File: src/rtl/ukf_weighted_mean_if.sv
`default_nettype none
// ============================================================================
// Module   : ukf_weighted_mean_if
// Purpose  : Sigma-point input stream and weighted-mean output stream
//            bundled for the UKF weighted-mean accumulator.
// Revision : 1.0 - initial release
// ============================================================================
interface ukf_weighted_mean_if #(
  parameter int DATA_W = 32
) ();
  logic              s_valid;
  logic              s_ready;
  logic [DATA_W-1:0] s_data;
  logic              m_valid;
  logic              m_ready;
  logic [DATA_W-1:0] m_data;
  logic              m_last;

  // Producer of sigma points / consumer of the mean
  modport master (
    output s_valid, s_data, m_ready,
    input  s_ready, m_valid, m_data, m_last
  );

  // The accumulator itself
  modport slave (
    input  s_valid, s_data, m_ready,
    output s_ready, m_valid, m_data, m_last
  );
endinterface
`default_nettype wire

File: src/rtl/ukf_weighted_mean.sv
`default_nettype none
// ============================================================================
// Module   : ukf_weighted_mean
// Purpose  : Accumulates 2*N_STATE+1 sigma points, each scaled by its mean
//            weight (2*w0m for point 0, w otherwise), and streams out the
//            N_STATE-element weighted mean.
//            Optional macro UKF_MEAN_SAT_EN: saturate outputs to DATA_W and
//            flag it on ovf; otherwise outputs wrap and ovf stays 0.
// Revision : 1.0 - initial release
// ============================================================================
module ukf_weighted_mean #(
  parameter int N_STATE = 6,
  parameter int DATA_W  = 32,
  parameter int W_FRAC  = 30,
  parameter int ACC_W   = 40
) (
  input  wire logic              clk,
  input  wire logic              rst,
  input  wire logic              start,
  input  wire logic [DATA_W-1:0] w0m,
  input  wire logic [DATA_W-1:0] w,
  ukf_weighted_mean_if.slave     sif,
  output logic                   busy,
  output logic                   ovf
);

  localparam int N_PTS  = 2 * N_STATE + 1;
  localparam int E_W    = (N_STATE > 1) ? $clog2(N_STATE) : 1;
  localparam int P_W    = $clog2(N_PTS);
  localparam int PROD_W = 2 * DATA_W + 2;
  localparam logic [E_W-1:0] E_LAST = E_W'(N_STATE - 1);
  localparam logic [P_W-1:0] P_LAST = P_W'(N_PTS - 1);

`ifdef UKF_MEAN_SAT_EN
  localparam logic signed [ACC_W-1:0] SAT_HI =
    {{(ACC_W-DATA_W+1){1'b0}}, {(DATA_W-1){1'b1}}};
  localparam logic signed [ACC_W-1:0] SAT_LO =
    {{(ACC_W-DATA_W+1){1'b1}}, {(DATA_W-1){1'b0}}};
`endif

  typedef enum logic [1:0] {
    ST_IDLE   = 2'd0,
    ST_ACCUM  = 2'd1,
    ST_OUTPUT = 2'd2
  } state_t;

  state_t                   state_q, state_d;
  logic [E_W-1:0]           e_q, e_d;
  logic [P_W-1:0]           p_q, p_d;
  logic [E_W-1:0]           k_q, k_d;
  logic [DATA_W-1:0]        w0m_q, w0m_d;
  logic [DATA_W-1:0]        w_q, w_d;
  logic signed [ACC_W-1:0]  acc_q [N_STATE];
  logic signed [ACC_W-1:0]  acc_d [N_STATE];
  logic                     m_valid_q, m_valid_d;
  logic [DATA_W-1:0]        m_data_q, m_data_d;
  logic                     m_last_q, m_last_d;
  logic                     ovf_q, ovf_d;

  logic [DATA_W:0]          weight;
  logic signed [PROD_W-1:0] prod;
  logic signed [ACC_W-1:0]  term;
  logic [E_W-1:0]           out_idx;
  logic                     load_out;
  logic [DATA_W:0]          red;

  // Narrow an accumulator to an output word; MSB of the result is the
  // saturation flag.
  function automatic logic [DATA_W:0] reduce(input logic signed [ACC_W-1:0] a);
`ifdef UKF_MEAN_SAT_EN
    if (a > SAT_HI)      return {1'b1, 1'b0, {(DATA_W-1){1'b1}}};
    else if (a < SAT_LO) return {1'b1, 1'b1, {(DATA_W-1){1'b0}}};
    else                 return {1'b0, DATA_W'(a)};
`else
    return {1'b0, DATA_W'(a)};
`endif
  endfunction

  // Next-state, accumulation and output-register loading
  always_comb begin
    state_d   = state_q;
    e_d       = e_q;
    p_d       = p_q;
    k_d       = k_q;
    w0m_d     = w0m_q;
    w_d       = w_q;
    m_valid_d = m_valid_q;
    m_data_d  = m_data_q;
    m_last_d  = m_last_q;
    ovf_d     = ovf_q;
    for (int i = 0; i < N_STATE; i++) acc_d[i] = acc_q[i];
    out_idx   = '0;
    load_out  = 1'b0;

    // Point 0 uses the doubled (pre-halved upstream) weight; one extra bit
    // keeps the doubling lossless.
    weight = (p_q == '0) ? {w0m_q, 1'b0} : {1'b0, w_q};
    prod   = PROD_W'($signed(sif.s_data)) * PROD_W'($signed({1'b0, weight}));
    term   = ACC_W'(prod >>> W_FRAC);

    case (state_q)
      ST_IDLE: begin
        if (start) begin
          state_d = ST_ACCUM;
          w0m_d   = w0m;
          w_d     = w;
          e_d     = '0;
          p_d     = '0;
          k_d     = '0;
          ovf_d   = 1'b0;
          for (int i = 0; i < N_STATE; i++) acc_d[i] = '0;
        end
      end
      ST_ACCUM: begin
        if (sif.s_valid) begin
          acc_d[e_q] = acc_q[e_q] + term;
          if (e_q == E_LAST) begin
            e_d = '0;
            p_d = p_q + P_W'(1);
            if (p_q == P_LAST) begin
              state_d  = ST_OUTPUT;
              p_d      = '0;
              k_d      = '0;
              load_out = 1'b1;
            end
          end else begin
            e_d = e_q + E_W'(1);
          end
        end
      end
      ST_OUTPUT: begin
        // m_valid is always high in this state
        if (sif.m_ready) begin
          if (k_q == E_LAST) begin
            state_d   = ST_IDLE;
            m_valid_d = 1'b0;
            m_last_d  = 1'b0;
          end else begin
            k_d      = k_q + E_W'(1);
            out_idx  = k_q + E_W'(1);
            load_out = 1'b1;
          end
        end
      end
      default: state_d = ST_IDLE;
    endcase

    // Reduce from the next-cycle accumulator so the final input beat is
    // already included when element 0 is loaded.
    red = reduce(acc_d[out_idx]);
    if (load_out) begin
      m_valid_d = 1'b1;
      m_data_d  = red[DATA_W-1:0];
      m_last_d  = (out_idx == E_LAST);
      ovf_d     = ovf_d | red[DATA_W];
    end
  end

  // State register with asynchronous reset
  always_ff @(posedge clk or posedge rst) begin
    if (rst) begin
      state_q   <= ST_IDLE;
      e_q       <= '0;
      p_q       <= '0;
      k_q       <= '0;
      w0m_q     <= '0;
      w_q       <= '0;
      m_valid_q <= 1'b0;
      m_data_q  <= '0;
      m_last_q  <= 1'b0;
      ovf_q     <= 1'b0;
      for (int i = 0; i < N_STATE; i++) acc_q[i] <= '0;
    end else begin
      state_q   <= state_d;
      e_q       <= e_d;
      p_q       <= p_d;
      k_q       <= k_d;
      w0m_q     <= w0m_d;
      w_q       <= w_d;
      m_valid_q <= m_valid_d;
      m_data_q  <= m_data_d;
      m_last_q  <= m_last_d;
      ovf_q     <= ovf_d;
      for (int i = 0; i < N_STATE; i++) acc_q[i] <= acc_d[i];
    end
  end

  assign sif.s_ready = (state_q == ST_ACCUM);
  assign sif.m_valid = m_valid_q;
  assign sif.m_data  = m_data_q;
  assign sif.m_last  = m_last_q;
  assign busy        = (state_q != ST_IDLE);
  assign ovf         = ovf_q;

endmodule
`default_nettype wire

File: src/flat_wrapper.sv
// flat-port wrapper written by rule: the top's interface ports become plain ports
module ukf_weighted_mean_flat 
#(
  parameter int N_STATE = 6,
  parameter int DATA_W  = 32,
  parameter int W_FRAC  = 30,
  parameter int ACC_W   = 40
)
  (clk, rst, start, w0m, w, busy, ovf, sif_s_valid, sif_s_data, sif_m_ready, sif_s_ready, sif_m_valid, sif_m_data, sif_m_last);
  ukf_weighted_mean_if #(.DATA_W(DATA_W)) sif_i ();
  input  wire logic clk;
  input  wire logic rst;
  input  wire logic start;
  input  wire logic [DATA_W-1:0] w0m;
  input  wire logic [DATA_W-1:0] w;
  output logic busy;
  output logic ovf;
  input wire logic [$bits(sif_i.s_valid)-1:0] sif_s_valid;
  input wire logic [$bits(sif_i.s_data)-1:0] sif_s_data;
  input wire logic [$bits(sif_i.m_ready)-1:0] sif_m_ready;
  output wire logic [$bits(sif_i.s_ready)-1:0] sif_s_ready;
  output wire logic [$bits(sif_i.m_valid)-1:0] sif_m_valid;
  output wire logic [$bits(sif_i.m_data)-1:0] sif_m_data;
  output wire logic [$bits(sif_i.m_last)-1:0] sif_m_last;
  assign sif_i.s_valid = sif_s_valid;
  assign sif_i.s_data = sif_s_data;
  assign sif_i.m_ready = sif_m_ready;
  assign sif_s_ready = sif_i.s_ready;
  assign sif_m_valid = sif_i.m_valid;
  assign sif_m_data = sif_i.m_data;
  assign sif_m_last = sif_i.m_last;
  ukf_weighted_mean #(.N_STATE(N_STATE), .DATA_W(DATA_W), .W_FRAC(W_FRAC), .ACC_W(ACC_W)) u_core (.clk(clk), .rst(rst), .start(start), .w0m(w0m), .w(w), .sif(sif_i), .busy(busy), .ovf(ovf));
endmodule
File: config.mk
export PLATFORM = sky130hd
export DESIGN_NAME = ukf_weighted_mean_flat
export DESIGN_NICKNAME = d
export VERILOG_FILES = /design/src/rtl/ukf_weighted_mean_if.sv /design/src/rtl/ukf_weighted_mean.sv /design/src/flat_wrapper.sv
export SDC_FILE = /design/constraint.sdc
export NUM_CORES = 2
export LEC_CHECK = 0
export CORE_ASPECT_RATIO = 0.5
export CORE_MARGIN = 5
export CORE_UTILIZATION = 60
export DETAILED_ROUTE_END_ITERATION = 6
export GPL_ROUTABILITY_DRIVEN = 0
export PLACE_DENSITY = 0.79
export SLEW_MARGIN = 0
export SYNTH_ARGS = -nofsm -noshare
export SYNTH_HDL_FRONTEND = slang
export SYNTH_SLANG_ARGS = --single-unit
File: constraint.sdc
create_clock -name clk -period 13.53 [get_ports clk]
set_input_delay 2.706 -clock clk [delete_from_list [all_inputs] [get_ports clk]]
set_output_delay 2.706 -clock clk [all_outputs]
set_load 0.03 [all_outputs]
==> out/results.ini <==
[die]
start_util=0.608
rows=73
num_io_pins=138
fp.coreArea_um2=79700
die_area_um2=86900
die_h_um=211
die_x_um=412

[worst_setup_path]
worst_r2r_endpoint=u_core.sif.m_data[30]$_DFFE_PP0P_
cp-end-kind=flop
ff2ff_path_depth=46
path_class=in -> reg
start_kind=primary input
reg2reg_slack_ps=1050
reg2reg_from=u_core.p_q[0]$_DFFE_PP0P_
crit_path_top_delay_cell=fa_1
critPathMaxStageDelay_ps=580
cpMostUsedCell=fa_1
crit_path_max_fanout=33
critPathRequiredTime_ps=14090
arrival_ps=13600

[clocking]
clock_path_buffers=3
cts_num_sinks=302
cts_tree=done
htreeDepth=1
cts-root-buf=clkbuf_16
insertion_delay_ps=640
cts_buffers=30
cts_setup_buffers=0
clk_pin_slew_ps=70

[drt]
routedWlPerCell_um=22.5
ant_nets=0
wl_mm=139
vias_per_cell=6.14
dr.first_iter.drc_count=3668
num_vias=37900
first_pass_iters=7
drcViolationCount=3

[yosys]
synth-seq-cells=302
synth_cell_type_count=85
synthesis.nets=6369
synth_ff_type=dfrtp_1
synthArstFlopShare=1.00
synth_edf_count=0
syn_area_um2=48500
ys_warn_count=0
synth.avg_cell_area_um2=9.62
synth-seq-area-share=0.156
synthCells=5039

[timing]
rsz0062_at_grt=false
clock_skew_ps=65.8
slew_headroom=0.164
max_freq_ghz=0.0767
setup_tns_ps=0
layout_min_cycle_time_ps=13040
fin_crit_sh=0.964
whs_ps=477
finalSetupViolations=0
slew_viol_final=0
finalHoldViolations=0
worst_pin_slew_ps=1250

[grt]
grt_max_degree=107
grt_pass1_vias=42400
grt_pass1_wl_mm=224
grt.overflow.total=0
antenna_found_initial=1
grtUsageTotal=0.328

[status]
violations=design-rule violations
status=complete, but fails checks

[place]
port-buffer-count=136
dp_hpwl_mm=102

[layout]
drive_above_1_share=0.0823
multi_input_area_um2=36400
area_delta_synth_final_pct=8.47
n_fill_cell=6085
seq_area_um2=7560
antennaDiodeCount=0
finalNetCount=6397

[min_path]
hp-start=u_core.sif.m_data[15]$_DFFE_PP0P_
holdPathStages=2
whs_endpoint=u_core.sif.m_data[15]$_DFFE_PP0P_
hold_class=reg -> reg

[job]
maxCapViolations=0

cells by family after synthesis:
kind of cell | after synthesis | share of synthesized area
flops | 302 | 0.156
simple gates | 1383 | 0.141
mux | 179 | 0.0403
compound gates | 664 | 0.0961
buf+inv | 1222 | 0.0948
fa+ha+maj | 1229 | 0.461
other cells | 1 | 0.0000774
xor+xnor | 59 | 0.0111
sequential cells by signal, indices dropped and copies added, names as in the netlist:
register / flops
u_core.sif.m_data: 32
u_core.acc_q: 192
u_core.sif.m_valid: 1
u_core.w0m_q: 32
u_core.p_q: 4
u_core.w_q: 32
u_core.state_q: 2
u_core.k_q: 3
u_core.e_q: 3
u_core.sif.m_last: 1
cells in the final DEF, fill, tap and decap left out, drive strengths merged, types with 19 or more instances in the layout:
master / netlist / layout
clkbuf: 295 / 45
fa: 926 / 926
o21a: 23 / 23
and2: 497 / 497
inv: 911 / 913
nor2: 92 / 92
and3: 23 / 23
mux2: 129 / 129
mux2i: 50 / 50
o221ai: 19 / 19
a21o: 38 / 38
a22o: 139 / 139
a221oi: 27 / 27
o21ai: 153 / 153
a21oi: 132 / 132
a22oi: 35 / 35
clkdlybuf4s50: 0 / 135
nor3: 20 / 20
nand3: 32 / 32
xnor2: 44 / 44
dfrtp: 302 / 302
or2: 24 / 24
buf: 15 / 170
ha: 303 / 303
nand2: 634 / 634
worst max-delay path, delay by kind of cell:
family / cells / cell delay [ps]
simple gates: 6 / 1020
buf+inv: 4 / 1020
fa+ha+maj: 10 / 4770
compound gates: 19 / 4030
through the flow:
| step | utilization | cell area [um2] | instances | worst slack [ps] |
|---|---|---|---|---|
| 5_1_grt | 0.659 | 52600 | 6177 | 0.540 |
| 3_3_place_gp | 0.646 | 51500 | 6122 | 84.8 |
| 4_1_cts | 0.659 | 52600 | 6177 | 449 |
| 3_5_place_dp | 0.646 | 51500 | 6122 | -187 |
| 6_report | 0.659 | 52600 | 6177 | 490 |
| 2_1_floorplan | - | 48500 | 5039 | 1400 |
worst max-delay path by stage:
stage / start / endpoint / slack (ps) / depth (start not counted)
5_1_grt: sif_s_data[16] / u_core.sif.m_data[23]$_DFFE_PP0P_ / 0.5 / 39
3_5_place_dp: sif_s_data[2] / u_core.sif.m_data[30]$_DFFE_PP0P_ / -190 / 41
3_3_place_gp: sif_s_data[2] / u_core.sif.m_data[28]$_DFFE_PP0P_ / 80 / 40
2_1_floorplan: sif_s_data[8] / u_core.sif.m_data[28]$_DFFE_PP0P_ / 1400 / 36
6_report: sif_s_data[8] / u_core.sif.m_data[30]$_DFFE_PP0P_ / 490 / 39
4_1_cts: sif_s_data[2] / u_core.sif.m_data[30]$_DFFE_PP0P_ / 450 / 41
Yosys cell counts, drive strengths merged, types with 92 or more instances:
| cell | count | area (um2) |
|---|---|---|
| ha | 303 | 3790 |
| clkbuf | 295 | 1110 |
| nor2 | 92 | 348 |
| nand2 | 634 | 2380 |
| fa | 926 | 18500 |
| inv | 911 | 3420 |
| a21oi | 132 | 672 |
| a22o | 139 | 1220 |
| mux2 | 129 | 1450 |
| dfrtp | 302 | 7560 |
| and2 | 497 | 3110 |
| o21ai | 153 | 773 |
routing by layer:
layer  vias to the layer above  part of all wire  global-route usage
met3                       629              0.10              0.0781
met4                         0             0.064               0.176
met2                      2239              0.48               0.558
met1                     19300              0.35               0.389
met5                         -                 0             0.00216
li1                      15700                 -                   -
cell type report:
cell class	instances	area share
inverter	912	0.0653
multi-input combinational	3515	0.692
tap	1087	0.0259
timing repair buffer	306	0.0535
sequential	302	0.144
clock inverter	10	0.00214
clock buffer	45	0.0173
what timing repair did:
item	4_1_cts	5_1_grt
hold buffers	0	0
gates resized for setup	0	3
hold endpoints to repair	0	0
endpoints found under the setup margin	0	11
Power is left out: the tool's default activity adds up to more than one toggle a clock period on the data nets, which glitch-free logic cannot reach.
